### src/rtl/stdp_pkg.sv
// Shared types and arithmetic helpers for the STDP update scheduler.
// Holds the FSM encoding, the pending-request record and the saturating weight step.
package stdp_pkg;

    localparam int unsigned PEND_DT_W = 16;

    typedef enum logic [1:0] {
        IDLE,
        SEL,
        CALC,
        WRITE
    } state_t;

    typedef struct packed {
        logic                 dir;
        logic [PEND_DT_W-1:0] dt;
    } pend_t;

    // Step size halves for every 8 cycles of pairing distance.
    function automatic logic [7:0] step_mag(input logic [7:0] a, input logic [PEND_DT_W-1:0] dt);
        return a >> (dt >> 3);
    endfunction

    function automatic logic [7:0] sat_update(input logic [7:0] w, input logic [7:0] mag,
                                              input logic dir);
        logic [8:0] res;
        if (dir) begin
            res = {1'b0, w} + {1'b0, mag};
            return res[8] ? 8'hFF : res[7:0];
        end else begin
            res = {1'b0, w} - {1'b0, mag};
            return res[8] ? 8'h00 : res[7:0];
        end
    endfunction

endpackage

### src/rtl/stdp_rr_arbiter.sv
// N-way round-robin arbiter: searches upward from ptr, wrapping, for the first request.
// Grant is one-hot and only asserted when grant_en is high.
module stdp_rr_arbiter #(
    parameter int unsigned N = 4
) (
    input  logic [N-1:0]         req,
    input  logic [$clog2(N)-1:0] ptr,
    input  logic                 grant_en,
    output logic [N-1:0]         grant,
    output logic [$clog2(N)-1:0] idx,
    output logic                 any
);

    localparam int unsigned IW = $clog2(N);

    int unsigned j;
    logic        found;

    always_comb begin
        grant = '0;
        idx   = '0;
        any   = |req;
        found = 1'b0;
        j     = 0;
        for (int unsigned off = 0; off < N; off++) begin
            j = off + 32'(ptr);
            if (j >= N) j = j - N;
            if (!found && req[j]) begin
                found = 1'b1;
                idx   = IW'(j);
            end
        end
        if (grant_en && any) grant[idx] = 1'b1;
    end

endmodule

### src/rtl/stdp_update_sched.sv
// STDP learning scheduler: per-synapse spike timing, pending pair requests,
// round-robin arbitration into one weight-update engine owning the weight file.
module stdp_update_sched
    import stdp_pkg::*;
#(
    parameter int unsigned N_SYN       = 4,
    parameter int unsigned DT_W        = 8,
    parameter int unsigned DT_WINDOW   = 32,
    parameter int unsigned A_PLUS      = 8,
    parameter int unsigned A_MINUS     = 4,
    parameter logic [7:0]  WEIGHT_INIT = 8'h80
) (
    input  logic                     clk,
    input  logic                     reset_n,
    input  logic [N_SYN-1:0]         pre_spike,
    input  logic                     post_spike,
    input  logic                     learn_en,
    output logic [8*N_SYN-1:0]       weight_flat,
    output logic                     upd_valid,
    output logic [$clog2(N_SYN)-1:0] upd_idx,
    output logic                     upd_dir,
    output logic                     busy
);

    localparam int unsigned      IDX_W = $clog2(N_SYN);
    localparam logic [DT_W-1:0]  WIN   = DT_W'(DT_WINDOW);
    localparam logic [7:0]       A_P8  = 8'(A_PLUS);
    localparam logic [7:0]       A_M8  = 8'(A_MINUS);

    logic [N_SYN-1:0] prev_pre;
    logic             prev_post;
    logic [N_SYN-1:0] pre_edge;
    logic             post_edge;
    logic [DT_W-1:0]  pre_age [N_SYN];
    logic [DT_W-1:0]  post_age;

    logic [N_SYN-1:0] pend_vld;
    logic [N_SYN-1:0] pend_set;
    pend_t            pend     [N_SYN];
    pend_t            pend_new [N_SYN];

    logic [7:0]       weight [N_SYN];
    logic [7:0]       w_hold;

    state_t           state, state_nxt;
    logic [IDX_W-1:0] ptr, gnt_idx;
    logic [N_SYN-1:0] grant;
    logic             gnt_any, grant_en;

    assign pre_edge  = pre_spike & ~prev_pre;
    assign post_edge = post_spike & ~prev_post;

    always_ff @(posedge clk or negedge reset_n) begin
        if (!reset_n) begin
            prev_pre  <= '0;
            prev_post <= 1'b0;
            post_age  <= WIN;
            for (int unsigned i = 0; i < N_SYN; i++) pre_age[i] <= WIN;
        end else begin
            prev_pre  <= pre_spike;
            prev_post <= post_spike;
            if (post_edge)           post_age <= DT_W'(1);
            else if (post_age < WIN) post_age <= post_age + DT_W'(1);
            for (int unsigned i = 0; i < N_SYN; i++) begin
                if (pre_edge[i])           pre_age[i] <= DT_W'(1);
                else if (pre_age[i] < WIN) pre_age[i] <= pre_age[i] + DT_W'(1);
            end
        end
    end

    // Pot and dep are mutually exclusive: each needs its own edge without the other.
    always_comb begin
        pend_set = '0;
        for (int unsigned i = 0; i < N_SYN; i++) begin
            pend_new[i] = '0;
            if (learn_en && post_edge && !pre_edge[i] && (pre_age[i] < WIN)) begin
                pend_set[i]    = 1'b1;
                pend_new[i].dir = 1'b1;
                pend_new[i].dt  = PEND_DT_W'(pre_age[i]);
            end else if (learn_en && pre_edge[i] && !post_edge && (post_age < WIN)) begin
                pend_set[i]    = 1'b1;
                pend_new[i].dir = 1'b0;
                pend_new[i].dt  = PEND_DT_W'(post_age);
            end
        end
    end

    always_ff @(posedge clk or negedge reset_n) begin
        if (!reset_n) begin
            pend_vld <= '0;
            for (int unsigned i = 0; i < N_SYN; i++) pend[i] <= '0;
        end else begin
            for (int unsigned i = 0; i < N_SYN; i++) begin
                if (pend_set[i]) begin
                    pend_vld[i] <= 1'b1;
                    pend[i]     <= pend_new[i];
                end else if (grant[i]) begin
                    pend_vld[i] <= 1'b0;
                end
            end
        end
    end

    stdp_rr_arbiter #(
        .N (N_SYN)
    ) u_arb (
        .req      (pend_vld),
        .ptr      (ptr),
        .grant_en (grant_en),
        .grant    (grant),
        .idx      (gnt_idx),
        .any      (gnt_any)
    );

    always_ff @(posedge clk or negedge reset_n) begin
        if (!reset_n) state <= IDLE;
        else          state <= state_nxt;
    end

    always_comb begin
        state_nxt = state;
        unique case (state)
            IDLE:    if (gnt_any) state_nxt = SEL;
            SEL:     state_nxt = CALC;
            CALC:    state_nxt = WRITE;
            WRITE:   state_nxt = IDLE;
            default: state_nxt = IDLE;
        endcase
    end

    always_comb begin
        grant_en  = (state == SEL);
        upd_valid = (state == WRITE);
        busy      = (state != IDLE) || gnt_any;
    end

    // The held weight is computed straight from the granted slot, so the capture
    // and the arithmetic share the SEL edge and the commit lands one cycle later.
    always_ff @(posedge clk or negedge reset_n) begin
        if (!reset_n) begin
            ptr     <= '0;
            upd_idx <= '0;
            upd_dir <= 1'b0;
            w_hold  <= '0;
            for (int unsigned i = 0; i < N_SYN; i++) weight[i] <= WEIGHT_INIT;
        end else begin
            if (grant_en) begin
                upd_idx <= gnt_idx;
                upd_dir <= pend[gnt_idx].dir;
                ptr     <= (gnt_idx == IDX_W'(N_SYN - 1)) ? '0 : gnt_idx + IDX_W'(1);
                w_hold  <= sat_update(weight[gnt_idx],
                                      step_mag(pend[gnt_idx].dir ? A_P8 : A_M8, pend[gnt_idx].dt),
                                      pend[gnt_idx].dir);
            end
            if (state == CALC) weight[upd_idx] <= w_hold;
        end
    end

    always_comb begin
        weight_flat = '0;
        for (int unsigned i = 0; i < N_SYN; i++) weight_flat[8*i +: 8] = weight[i];
    end

endmodule

### config.mk
export PLATFORM = sky130hd
export DESIGN_NAME = stdp_update_sched
export DESIGN_NICKNAME = d
export VERILOG_FILES = /design/src/rtl/stdp_pkg.sv /design/src/rtl/stdp_rr_arbiter.sv /design/src/rtl/stdp_update_sched.sv
export SDC_FILE = /design/constraint.sdc
export NUM_CORES = 1
export LEC_CHECK = 0
export CORE_AREA = 2 2 126 128
export CTS_CLUSTER_SIZE = 14
export DETAILED_ROUTE_END_ITERATION = 6
export DIE_AREA = 0 0 128 130
export GPL_ROUTABILITY_DRIVEN = 1
export PLACE_DENSITY_LB_ADDON = 0.05
export REMOVE_ABC_BUFFERS = 1
export SLEW_MARGIN = 20
export SYNTH_ARGS = -nofsm -noshare
export SYNTH_HDL_FRONTEND = slang
export SYNTH_SLANG_ARGS = --single-unit
export TNS_END_PERCENT = 100
### constraint.sdc
create_clock -name clk -period 8.07 [get_ports clk]
set_input_delay 0.807 -clock clk [delete_from_list [all_inputs] [get_ports clk]]
set_output_delay 0.807 -clock clk [all_outputs]
set_load 0.005 [all_outputs]
After elaboration in Yosys (flattened, before gate mapping)
Cells that the tools add are included.
Widths: inputs -> output; s select.
{"block": "word_totals", "input_bits": 8, "regBits": 164, "latch_bits": 0, "mem_bits_rw": 0, "wordCells": 193, "n_memories": 0, "rom_bits": 0, "output_inout_bits": 37}
{"block": "op_classes", "multipliers": 0, "n_reduce_logical": 48, "magnitude_cmp": 18, "n_eq_ne": 5, "bitwise_logic": 6, "shifts": 1, "add_sub_neg": 15, "div": 0, "mux": 72}
{"op": "$mux 8", "count": 20}
{"op": "$lt 32x3->1 const B", "count": 4}
{"op": "$mux 32", "count": 4}
{"op": "$mux 17", "count": 6}
{"op": "$ge 32x3->1 const B", "count": 3}
{"op": "$sub 32x3->32 const B", "count": 3}
{"op": "$add 8x1->8 const B", "count": 5}
{"op": "$lt 8x6->1 const B", "count": 5}
{"op": "$bmux 17 s2", "count": 1}
{"op": "$bwmux 32", "count": 1}
{"op": "$logic_and 1x1->1", "count": 27}
{"op": "$mux 1", "count": 24}
{"op": "$reduce_bool 2->1", "count": 10}
{"op": "$bmux 8 s2", "count": 1}
{"op": "$demux 8 s2", "count": 1}
{"op": "$shr 4x13->8", "count": 1}
{"op": "$mux 2", "count": 6}
{"op": "$add 8x8->9", "count": 1}
{"op": "$sub 8x8->9", "count": 1}
{"op": "$bmux 1 s2", "count": 4}
{"op": "$logic_not 1->1", "count": 8}
{"op": "$mux 4", "count": 2}
{"op": "$pmux 2 s4", "count": 1}
{"op": "$add 2x2->3 const A", "count": 2}
{"op": "20 further kinds", "count": 24}

Logic depth before layout (Yosys ltp)
Gate-level depths: netlist of the first run.
{"block": "depth", "ltp_word": 23, "ltp_mapped": 20, "ltp_nobuf": 18}

Cells and area by module
From an unflattened synthesis of the first run, not the netlist that was laid out.
{"block": "unflattened", "cells_unflattened": 521, "hier_area_um2": 5791.8}
{"module": "stdp_update_sched", "n_inst": 1, "cells_per_inst": 504, "seq_area_each_um2": 3014.1, "area_per_inst_um2": 5674.2}
{"module": "stdp_rr_arbiter", "n_inst": 1, "cells_per_inst": 17, "seq_area_each_um2": 0.0, "area_per_inst_um2": 117.6}

Worst setup path before layout of the first run
No wires, ideal clock.
{"block": "synth_path", "kind": "reg2reg", "start": "register pend_vld[1]", "end": "register w_hold[6]", "t_arrival_ns": 3.934, "path_buffers": 2, "setup_time_ns": 0.120, "slack_ns": 4.015, "synth_period_minus_slack_ns": 4.055, "t_required_ns": 7.950, "path_stages_with_launch": 19, "path_cell_list": "dfrtp_1 -> nand2b_1 -> o211a_4 -> nor2_4 -> buf_6 -> inv_2 -> clkbuf_1 -> nor4_1 -> o31ai_2 -> nor4_1 -> ha_1 -> inv_1 -> fa_1 -> nor2_1 -> nor2_1 -> nor2_1 -> o211ai_4 -> or4_1 -> a41o_1"}
{"block": "synth_between", "elab_chain_len": 21, "word_cells_on_any_way": 35, "cone_classes": "add/sub (2); shift (1); mux (25); bitwise (1); reduce/logical (6)"}
{"item": "start, declared", "line_no": "stdp_update_sched.sv:37", "text": "logic [N_SYN-1:0] pend_vld;"}
{"item": "start signal, assigned", "line_no": "stdp_update_sched.sv:90", "text": "pend_vld <= '0;"}
{"item": "start signal, assigned by index", "line_no": "stdp_update_sched.sv:95", "text": "pend_vld[i] <= 1'b1;"}
{"item": "start signal, assigned by index", "line_no": "stdp_update_sched.sv:98", "text": "pend_vld[i] <= 1'b0;"}
{"item": "$bmux 1 s2", "line_no": "stdp_rr_arbiter.sv:28", "text": "if (!found && req[j]) begin"}
{"item": "$mux 1 (not written as such)", "line_no": "stdp_rr_arbiter.sv:28"}
{"item": "$mux 1", "line_no": "stdp_rr_arbiter.sv:28"}
{"item": "$logic_not 1->1", "line_no": "stdp_rr_arbiter.sv:28"}
{"item": "$logic_and 1x1->1", "line_no": "stdp_rr_arbiter.sv:28"}
{"item": "$mux 1", "line_no": "stdp_rr_arbiter.sv:28"}
{"item": "$logic_not 1->1", "line_no": "stdp_rr_arbiter.sv:28"}
{"item": "$logic_and 1x1->1", "line_no": "stdp_rr_arbiter.sv:28"}
{"item": "(+4 left out)"}
{"item": "$not 2->3 (not written as such) *", "line_no": "stdp_update_sched.sv:151, stdp_update_sched.sv:152, stdp_update_sched.sv:153"}
{"item": "$bmux 17 s2", "line_no": "stdp_update_sched.sv:152, stdp_update_sched.sv:153"}
{"item": "$mux 17 (not written as such) (2 in a row)", "line_no": "stdp_update_sched.sv:152, stdp_update_sched.sv:153"}
{"item": "$mux 4", "line_no": "stdp_update_sched.sv:152", "text": "step_mag(pend[gnt_idx].dir ? A_P8 : A_M8, pend[gnt_idx].dt),"}
{"item": "$shr 4x13->8", "line_no": "stdp_pkg.sv:21", "text": "return a >> (dt >> 3);"}
{"item": "$sub 8x8->9 or $add 8x8->9 (tied branches)", "line_no": "stdp_pkg.sv:31, stdp_pkg.sv:28"}
{"item": "$mux 8, on equally long branches", "line_no": "stdp_pkg.sv:32, stdp_pkg.sv:29"}
{"item": "$mux 8 *", "line_no": "stdp_pkg.sv:27", "text": "if (dir) begin"}
{"item": "end signal, assigned", "line_no": "stdp_update_sched.sv:151", "text": "w_hold <= sat_update(weight[gnt_idx],"}
{"item": "end, declared", "line_no": "stdp_update_sched.sv:43", "text": "logic [7:0] w_hold;"}
Every way passes the cells marked *; elsewhere a longest branch is shown, timed or not. The select of a mux whose other input is x is not followed.
A chain may end at the register's enable or synchronous reset.

Worst setup path in the final report of the first run
{"block": "layout_path", "start": "register pend_vld[1]", "end": "register w_hold[2]"}
Same word-level chain as after synthesis.

==> results of run 1 <==
==> sequential cells by signal, indices dropped and copies added, names as in the netlist, 2 cells and up <==
signal       cells
pre_age         32
weight_flat     32
pend            24
post_age         8
w_hold           8
pend_vld         4
prev_pre         4
ptr              2
state            2
upd_idx          2
==> power groups by stage <==
| stage | combinational, mW | clock (mW) | sequential [mW] |
|---|---|---|---|
| after detailed placement | 2.04 | 0 | 1.01 |
| after CTS | 2.05 | 0.746 | 1.01 |
| after floorplan | 1.46 | 0 | 0.949 |
| after global placement | 2.03 | 0 | 1.01 |
| after global routing | 2.28 | 0.774 | 1.03 |
| final | 2.03 | 0.730 | 1.00 |
==> metal layers <==
metal / up-vias / GRT usage [%]
li1: 2025 / -
met1: 2095 / 22.9
met2: 74 / 30.4
met3: 28 / 3.69
met4: 0 / 9.05
met5: - / 0
==> final cells by class <==
class	instances	share of cell area [%]
repair buffers	47	6.38
well taps	192	3.33
clock buffers	29	7.35
clock inverters	3	0.554
flip-flops and latches	120	41.7
multi-input cells	404	40.0
inverters	13	0.676
==> worst register-to-register path, delay by kind of cell (launching register included) <==
kind | cells | cell delay (ns)
compound gates | 8 | 1.67
fa+ha+maj | 2 | 0.48
buf+inv | 1 | 0.06
flops | 1 | 0.43
mux | 2 | 0.74
simple gates | 4 | 1.39
==> worst max path at each step <==
| stage | end | slack [ns] | cells after the start | from |
|---|---|---|---|---|
| after detailed placement | w_hold[6] | 3.19 | 16 | pend_vld[1] |
| after CTS | w_hold[6] | 3.16 | 16 | pend_vld[1] |
| after global routing | w_hold[2] | 2.72 | 17 | pend_vld[1] |
| final | w_hold[2] | 3.15 | 17 | pend_vld[1] |
| after global placement | w_hold[2] | 3.32 | 17 | pend_vld[1] |
| after floorplan | w_hold[6] | 3.76 | 16 | pend_vld[1] |
==> metrics by stage <==
step	instance area (µm²)	total power, mW	util (%)
2_1_floorplan	5950	2.41	-
3_3_place_gp	6650	3.04	43.1
3_5_place_dp	6650	3.05	43.1
4_1_cts	7220	3.80	46.8
5_1_grt	7220	4.09	46.8
6_report	7220	3.77	46.8
==> kinds of logic after synthesis <==
| family | Yosys count | synth area share (%) |
|---|---|---|
| AND/OR/NAND/NOR | 217 | 18.7 |
| buffers and inverters | 28 | 1.99 |
| multiplexers | 63 | 11.6 |
| XOR/XNOR | 27 | 3.93 |
| AO/OA/AOI/OAI | 72 | 8.27 |
| flip-flops | 120 | 50.1 |
| adder cells (fa/ha/maj) | 25 | 5.44 |
==> synthesized netlist by cell type (3+ instances only) <==
| cell | number |
|---|---|
| sky130_fd_sc_hd__a21o_1 | 6 |
| sky130_fd_sc_hd__nor2_1 | 48 |
| sky130_fd_sc_hd__inv_1 | 11 |
| sky130_fd_sc_hd__and3_1 | 5 |
| sky130_fd_sc_hd__dfstp_2 | 9 |
| sky130_fd_sc_hd__nand2_1 | 63 |
| sky130_fd_sc_hd__o21bai_1 | 3 |
| sky130_fd_sc_hd__and4_1 | 5 |
| sky130_fd_sc_hd__xnor2_1 | 14 |
| sky130_fd_sc_hd__o21ai_0 | 19 |
| sky130_fd_sc_hd__mux2i_1 | 23 |
| sky130_fd_sc_hd__nor3b_1 | 5 |
| sky130_fd_sc_hd__nand3_2 | 4 |
| sky130_fd_sc_hd__a31oi_1 | 10 |
| sky130_fd_sc_hd__dfrtp_1 | 111 |
| sky130_fd_sc_hd__ha_1 | 23 |
| sky130_fd_sc_hd__nand2b_1 | 10 |
| sky130_fd_sc_hd__mux2_2 | 38 |
| sky130_fd_sc_hd__nand4_1 | 7 |
| sky130_fd_sc_hd__o211ai_1 | 3 |
| sky130_fd_sc_hd__and2_1 | 16 |
| sky130_fd_sc_hd__nand3_1 | 15 |
| sky130_fd_sc_hd__nor2b_1 | 15 |
| sky130_fd_sc_hd__clkbuf_1 | 12 |
| sky130_fd_sc_hd__a21oi_1 | 16 |
| sky130_fd_sc_hd__nor4_1 | 6 |
| sky130_fd_sc_hd__nand3b_1 | 4 |
| sky130_fd_sc_hd__nor3_1 | 6 |
| sky130_fd_sc_hd__xor2_1 | 13 |
==> impl_metrics.toml, run 1 <==
[floorplan]
io_pins = 45
rows = 46
core_area_um2 = 15400
area_enclosed_by_the_die_boundary_um2 = 16600
start_util_pct = 39.0
dieHeight_um = 130
die-width_um = 128

[clocking]
cts_made_buffers = 17
htree_levels = 4
cts_tree = "done"
clkLatencyLatePin_ns = 0.42
clk_path_buf_depth = 2
ctsResizeCount = 0
clock_sink_count = 120
cts-root-buf = "sky130_fd_sc_hd__clkbuf_16"
clkTransAtPathRegs_ns = 0.05
cts.hold.buffers_added = 0
postCtsSetupRepairBufs = 0

[final_layout]
layout.cells.most_common_list = "111 x sky130_fd_sc_hd__dfrtp_1, 63 x sky130_fd_sc_hd__nand2_1, 48 x sky130_fd_sc_hd__nor2_1"
flow.area_growth_from_synthesis_pct = 19.9
layout.cells.most_common = "sky130_fd_sc_hd__dfrtp_1"
post_layout_nonfiller_instances = 808
area.sequential_um2 = 3010
drive_gt1_share_pct = 16.1
area_occupied_by_multi_input_gates_um2 = 2890
antenna_cells = 0
fillers = 1442
finalNetCount = 636

[detailed_routing]
vias_after_detailed_routing = 4222
drt_iter0_markers = 184
detailroute.wirelength.met3_um = 306
antenna_viol_nets_final = 0
m1WireLength_um = 6430
number_of_vias_per_cell_after_detailed_routing = 5.23
routed.top_layer = "met4"
wl_per_cell_um = 17.3
drc = 0
routed-wl-met2_um = 6830
detailedRoute.firstPassIterationCount = 4
routed_wl_um = 14000

[yosys]
ys_ff_latch = 120
yosysTopAreaCellShare_pct = 46.1
ys_dominant_reg_cell = "sky130_fd_sc_hd__dfrtp_1"
synth_area_per_cell_um2 = 10.9
post-synth-top-area-cell = "sky130_fd_sc_hd__dfrtp_1"
syn-instance-count = 552
number_of_enable_flip_flop_cells_after_synthesis = 0
synth.yosys.warnings = 0
syn-cell-area_um2 = 6020
synth_sequential_area_ratio_pct = 50.1
netlist_top_cells_area = "sky130_fd_sc_hd__dfrtp_1 46%, sky130_fd_sc_hd__mux2_2 7.1%, sky130_fd_sc_hd__ha_1 4.8%"
synthArstFlopShare_pct = 100
synth.distinct_cells = 55

[critical_path]
cp_cell_sequence = "nand2b_1 -> o211a_4 -> nor2_4 -> mux2i_1 -> mux2_2 -> a21oi_1 -> nor4_1 -> ha_1 -> fa_1 -> inv_1 -> a21o_1 -> a21oi_1 -> nand2_1 -> o22ai_2 -> a31oi_2 -> a221oi_1 -> a21oi_1"
max_stage_delay_ns = 0.57
worst_ep_required_time_ns = 8.32
critical_path_buf_inv_count = 1
setup.reg_to_reg.worst_slack_ns = 3.15
worstPathArrival_ns = 5.18
timing.critical_path.fanout_max = 22
worstRegToRegCells = 17
cp_top_family = "compound AO/OA/AOI/OAI gates"
worstReg2RegEnd = "w_hold[2]"
critPathSlowestCell = "sky130_fd_sc_hd__nor2_4"
start_kind = "flip-flop"
rr_startpoint = "pend_vld[1]"
critPathCaptureType = "flip-flop"
criticalPathCategory = "flip-flop to flip-flop"
crit_path_frequent_cell = "sky130_fd_sc_hd__a21oi_1"

[timing]
timing_max_transition_violations_final = 0
skew_ns = 0.00636
setup_ws_ns = 3.15
number_of_setup_violations_in_the_final_report = 0
final.min_clock_period_ns = 4.92
max_freq_ghz = 0.203
finalSetupTns_ns = 0
hold-worst-slack_ns = 0.403
timing.max_slew.rel_slack_pct = 34.7
grt_setup_unrepaired = "no"
final_period_utilization_pct = 61.0
worst-slew-pin-transition_ns = 0.980
final_hold_violation_count = 0

[min_path]
hp-class = "input pin to async pin"

[power_and_ir_drop]
net_switching_power_mw = 1.57
leakagePower_nw = 3.27
cellPowerDensity_nw_per_um2 = 521
internal_power_mw = 2.20
switching_share_pct = 41.7
combinationalPowerShare_pct = 54.0
vdd.ir_drop.worst_mv = 0.237
power.sequential.fraction_pct = 26.7
power.share.clock_pct = 19.4

[global_route]
gr-total-overflow = 0
grt_usage_pct = 18.3
first_global_vias = 4388
antenna_found_initial = 0
grt_start_max_net_pins = 75
first_pass_grt_wire_length_um = 23100

[run]
maxCapViolCount = 0

[placed_design]
place_ws_ns = 3.19
placedCellCount = 776
placement.io_buffers = 44
gp_congestion = 0.835
dp_hpwl_um = 9830

[outcome]
run_status = "completed"
No activity file was read; power rests on OpenSTA's default activity.
==> run 2, diff against run 1 <==
Clock period 8.07 ns to 4.8 ns, I/O delays scaled along.
==> run 2 against run 1 <==
Effect of this change:
- the flow now finishes with violations (negative hold slack)
- first-iteration DRC count decreased by 12%
- register-to-register slack got worse by 2.7 ns
- critical path depth decreased by 1
- fmax increased by 13%
- die area unchanged
- worst setup slack got worse by 2.7 ns
==> impl_metrics.toml, run 2 (synthesis gave the netlist of run 1 again) <==
[critical_path]
worst_ep_required_time_ns = 5.10
crit_path_frequent_cell = "sky130_fd_sc_hd__nor2_1"
worstPathArrival_ns = 4.66
timing.critical_path.fanout_max = 7
critPathCaptureType = "flip-flop"
max_stage_delay_ns = 0.48
critPathSlowestCell = "sky130_fd_sc_hd__or4_1"
worstRegToRegCells = 16
cp_cell_sequence = "nand2b_1 -> o211a_4 -> nor2_4 -> mux2i_1 -> mux2_2 -> a21oi_2 -> nor4_2 -> ha_1 -> inv_1 -> fa_1 -> nor2_1 -> nor2_1 -> nor2_1 -> o211ai_4 -> or4_1 -> a41o_1"
criticalPathCategory = "flip-flop to flip-flop"
start_kind = "flip-flop"

[power_and_ir_drop]
vdd.ir_drop.worst_mv = 0.340
leakagePower_nw = 3.27
cellPowerDensity_nw_per_um2 = 873

[detailed_routing]
vias_after_detailed_routing = 4151
drc = 0
number_of_vias_per_cell_after_detailed_routing = 5.12
drt_iter0_markers = 162
wl_per_cell_um = 17.3
antenna_viol_nets_final = 0
routed_wl_um = 14000
detailedRoute.firstPassIterationCount = 4

[timing]
finalSetupTns_ns = 0
final_hold_violation_count = 2
timing.max_slew.rel_slack_pct = 33.8
skew_ns = 0.00603
final_period_utilization_pct = 91.0
hold-worst-slack_ns = -0.00193
grt_setup_unrepaired = "no"
final.min_clock_period_ns = 4.37
max_freq_ghz = 0.229
worst-slew-pin-transition_ns = 0.994
number_of_setup_violations_in_the_final_report = 0
timing_max_transition_violations_final = 0

[placed_design]
gp_congestion = 0.836
dp_hpwl_um = 9950
placement.io_buffers = 44

[global_route]
grt_usage_pct = 18.4
first_pass_grt_wire_length_um = 23200
antenna_found_initial = 0
grt_start_max_net_pins = 58
first_global_vias = 4346
gr-total-overflow = 0

[floorplan]
area_enclosed_by_the_die_boundary_um2 = 16600
dieHeight_um = 130
die-width_um = 128
rows = 46
io_pins = 45
core_area_um2 = 15400
start_util_pct = 39.0

[clocking]
clock_sink_count = 120
clkLatencyLatePin_ns = 0.41
cts.hold.buffers_added = 0
cts-root-buf = "sky130_fd_sc_hd__clkbuf_16"
cts_tree = "done"
clk_path_buf_depth = 2
cts_made_buffers = 17
clkTransAtPathRegs_ns = 0.05
htree_levels = 4

[min_path]
hp-class = "input pin to async pin"

[final_layout]
layout.cells.most_common = "sky130_fd_sc_hd__dfrtp_1"
finalNetCount = 639
antenna_cells = 0
layout.cells.most_common_list = "111 x sky130_fd_sc_hd__dfrtp_1, 63 x sky130_fd_sc_hd__nand2_1, 48 x sky130_fd_sc_hd__nor2_1"
drive_gt1_share_pct = 16.7
flow.area_growth_from_synthesis_pct = 19.8
fillers = 1437

[run]
maxCapViolCount = 0

[outcome]
run_status = "finished, violations left"
violated_checks = "negative hold slack"
## run 2: cell types whose count changed in the layout (fill, tap and decap cells not counted)
cell / previous run / this run
sky130_fd_sc_hd__nor4_1: 6 / 5
sky130_fd_sc_hd__a21oi_1: 16 / 15
sky130_fd_sc_hd__buf_4: 4 / 7
sky130_fd_sc_hd__nor4_2: 0 / 1
sky130_fd_sc_hd__clkbuf_8: 6 / 5
sky130_fd_sc_hd__a21oi_2: 0 / 1
sky130_fd_sc_hd__clkinv_2: 2 / 3
sky130_fd_sc_hd__bufinv_16: 1 / 0
## run 2: timing repair
item                       4_1_cts  5_1_grt
resized for setup                0        2
buffers inserted                 0        0
setup endpoints to repair        0        4
## run 2: worst max-delay path, delay by kind of cell, from the launching register on
kind,cells,cell delay [ns]
AOI/OAI and AO/OA,4,0.74
adders and majority gates,2,0.64
buffers and inverters,1,0.06
DFF,1,0.43
muxes,2,0.69
and+or+nand+nor,7,1.69
## run 2: through the flow
step	instance area, µm²	util, %	total power, mW	std cells	worst slack [ns]
detailed placement	6670	43.3	5.15	779	0.249
finish	7210	46.8	6.29	810	0.433
global placement	6670	43.3	5.13	779	0.358
CTS	7200	46.7	6.34	810	0.216
global route	7210	46.8	6.83	810	0.0451
floorplan	5950	-	4.05	537	0.492
## run 2: metal layers
layer | GRT usage (%) | wire length, µm | vias to the layer above
li1 | - | - | 2035
met1 | 22.9 | 6390 | 2014
met2 | 31.6 | 6910 | 79
met3 | 4.02 | 402 | 23
met4 | 6.98 | 275 | 0
met5 | 0 | 0 | -
## run 2: final timing paths
kind / from / to / slack [ns]
max: pend_vld[1] / w_hold[6] / 0.43
min: reset_n / state[0] / -0.002
max reg2reg: pend_vld[1] / w_hold[6] / 0.43
min reg2reg: pend[58] / pend[58] / 0.48
max in group asynchronous: reset_n / pre_age[0] / 3.69
min in group clk: pend[58] / pend[58] / 0.48
## run 2: area by class of cell
cell class | count | area (µm²) | share of cell area (%)
inverters | 13 | 48.8 | 0.676
multi-input cells | 404 | 2900 | 40.1
repair buffers | 50 | 483 | 6.69
flip-flops and latches | 120 | 3010 | 41.8
clock buffers | 28 | 517 | 7.16
well taps | 192 | 240 | 3.33
clock inverters | 3 | 15.0 | 0.208
## run 2: where the power goes
part | switching [mW] | internal (mW)
clock network | 0.424 | 0.722
registers | 0.341 | 1.35
logic | 1.88 | 1.57
==> run 3, diff against run 2 <==
Settings changed: CORE_AREA 2 2 126 128 to 2 2 124 126, DIE_AREA 0 0 128 130 to 0 0 126 128, SYNTH_HIERARCHICAL from default to 1.
==> run 3 against run 2 <==
Effect of this change:
- the run now ends clean
- hold slack better by 0.13 ns
- sequential power down 7%
- clock power up 4%
- critical path depth unchanged
- fmax up 0.50%
- via count down 5.5%
- core utilization up 0.38 points
==> impl_metrics.toml, run 3 <==
[outcome]
run_status = "completed"

[placed_design]
dp_hpwl_um = 8530
gp_congestion = 0.869
placement.io_buffers = 44

[yosys]
synth_top_cells_by_count = "111 x sky130_fd_sc_hd__dfrtp_1, 54 x sky130_fd_sc_hd__nand2_1, 52 x sky130_fd_sc_hd__nor2_1"
synth.distinct_cells = 50
yosys.cell_count.top_type = "sky130_fd_sc_hd__dfrtp_1"
ys_ff_latch = 120
synth_area_per_cell_um2 = 11.1
synth.yosys.warnings = 6
synth_sequential_area_ratio_pct = 52.0
syn-instance-count = 521
ys_dominant_reg_cell = "sky130_fd_sc_hd__dfrtp_1"
synthArstFlopShare_pct = 100
syn-cell-area_um2 = 5790
number_of_enable_flip_flop_cells_after_synthesis = 0
post-synth-top-area-cell = "sky130_fd_sc_hd__dfrtp_1"
yosysTopAreaCellShare_pct = 48.0
netlist_top_cells_area = "sky130_fd_sc_hd__dfrtp_1 48%, sky130_fd_sc_hd__mux2_2 4.5%, sky130_fd_sc_hd__ha_1 4.3%"

[timing]
final.min_clock_period_ns = 4.34
finalSetupTns_ns = 0
worst-slew-pin-transition_ns = 0.770
grt_setup_unrepaired = "no"
number_of_setup_violations_in_the_final_report = 0
skew_ns = 0.00915
timing_max_transition_violations_final = 0
max_freq_ghz = 0.230
final_period_utilization_pct = 90.5
timing.max_slew.rel_slack_pct = 48.2
final_hold_violation_count = 0

[clocking]
clkLatencyLatePin_ns = 0.41
cts_tree = "done"
cts-root-buf = "sky130_fd_sc_hd__clkbuf_16"
ctsResizeCount = 0
clk_path_buf_depth = 2
htree_levels = 4
clkTransAtPathRegs_ns = 0.05
cts_made_buffers = 17
clock_sink_count = 120
postCtsSetupRepairBufs = 0
cts.hold.buffers_added = 0

[power_and_ir_drop]
total_power_mw = 5.25
leakagePower_nw = 3.22
vdd.ir_drop.worst_mv = 0.310
cellPowerDensity_nw_per_um2 = 749

[global_route]
gr-total-overflow = 0
first_pass_grt_wire_length_um = 20800
grt_start_max_net_pins = 83
grt_usage_pct = 16.4
antenna_found_initial = 0
first_global_vias = 4038

[critical_path]
timing.critical_path.fanout_max = 8
setup.reg_to_reg.worst_slack_ns = 0.46
worstPathArrival_ns = 4.67
critPathCaptureType = "flip-flop"
worst_ep_required_time_ns = 5.13
start_kind = "flip-flop"
criticalPathCategory = "flip-flop to flip-flop"

[detailed_routing]
detailedRoute.firstPassIterationCount = 4
wl_per_cell_um = 15.5
antenna_viol_nets_final = 0
routed_wl_um = 12000
drt_iter0_markers = 232
number_of_vias_per_cell_after_detailed_routing = 5.05
drc = 0
vias_after_detailed_routing = 3921

[floorplan]
rows = 45
area_enclosed_by_the_die_boundary_um2 = 16100
start_util_pct = 39.0
dieHeight_um = 128
die-width_um = 126
core_area_um2 = 14900
io_pins = 45

[final_layout]
flow.area_growth_from_synthesis_pct = 21.0
antenna_cells = 0
drive_gt1_share_pct = 12.7
finish.utilization_pct = 47.2
finalNetCount = 608
layout.cells.most_common = "sky130_fd_sc_hd__dfrtp_1"
layout.cells.most_common_list = "111 x sky130_fd_sc_hd__dfrtp_1, 54 x sky130_fd_sc_hd__nand2_1, 52 x sky130_fd_sc_hd__nor2_1"

[run]
maxCapViolCount = 0

[min_path]
hp-class = "input pin to async pin"
[run 3: metal layers]
metal,global-route usage (%),vias up,routed length (µm)
met2,26.8,47,5890
li1,-,1925,-
met1,21.3,1935,5650
met5,0,-,0
met3,4.13,14,312
met4,6.01,0,191
[run 3: critical path, stage by stage (launching register included)]
cell and delay (ns):
sky130_fd_sc_hd__dfrtp_1 0.46, sky130_fd_sc_hd__mux2i_1 0.21, sky130_fd_sc_hd__nor2_1 0.08, sky130_fd_sc_hd__a311oi_4 0.50, sky130_fd_sc_hd__mux4_1 0.70, sky130_fd_sc_hd__nand2b_1 0.13
sky130_fd_sc_hd__nand3_1 0.08, sky130_fd_sc_hd__nor3b_1 0.37, sky130_fd_sc_hd__ha_1 0.24, sky130_fd_sc_hd__inv_1 0.05, sky130_fd_sc_hd__fa_1 0.41, sky130_fd_sc_hd__o21bai_1 0.15
sky130_fd_sc_hd__a21o_1 0.22, sky130_fd_sc_hd__nand4_1 0.26, sky130_fd_sc_hd__o21ai_0 0.23, sky130_fd_sc_hd__nand3_1 0.09, sky130_fd_sc_hd__o21ai_1 0.09
[run 3: layout make-up]
type	instances	area, µm²
clock buffer	26	479
clock inverter	4	70.1
fill	1410	7860
inverter	27	101
multi-input combinational	363	2630
sequential	120	3010
tap	188	235
timing repair buffer	49	479
[run 3: final timing paths]
check / startpoint / end / cells past startpoint
max: ptr[1] / w_hold[0] / 16
min in group clk: pend[38] / pend[38] / 2
min: reset_n / state[1] / 1
max in group asynchronous: reset_n / weight_flat[23] / 2
min reg2reg: pend[38] / pend[38] / 2
max reg2reg: ptr[1] / w_hold[0] / 16
[run 3: cells by family after synthesis]
family / after synthesis / synth area share [%]
fa+ha+maj: 22 / 5.01
xor+xnor: 25 / 3.78
flops: 120 / 52.0
compound gates: 73 / 8.08
mux: 46 / 11.4
buf+inv: 38 / 2.74
simple gates: 197 / 17.0
[run 3: metrics by stage]
step           std cells  hold WS (ns)  setup WS (ns)  instance area [µm²]
5_1_grt              777         0.178          0.110                 7010
6_report             777         0.125          0.455                 7010
3_3_place_gp         747         0.461          0.552                 6460
2_1_floorplan        510         0.184          0.140                 5730
4_1_cts              777         0.293          0.392                 7010
3_5_place_dp         747         0.458          0.419                 6460
[run 3: power by group]
group / internal (mW) / total [mW] / switching, mW
Combinational: 1.19 / 2.48 / 1.30
Clock: 0.783 / 1.20 / 0.413
Sequential: 1.32 / 1.57 / 0.248
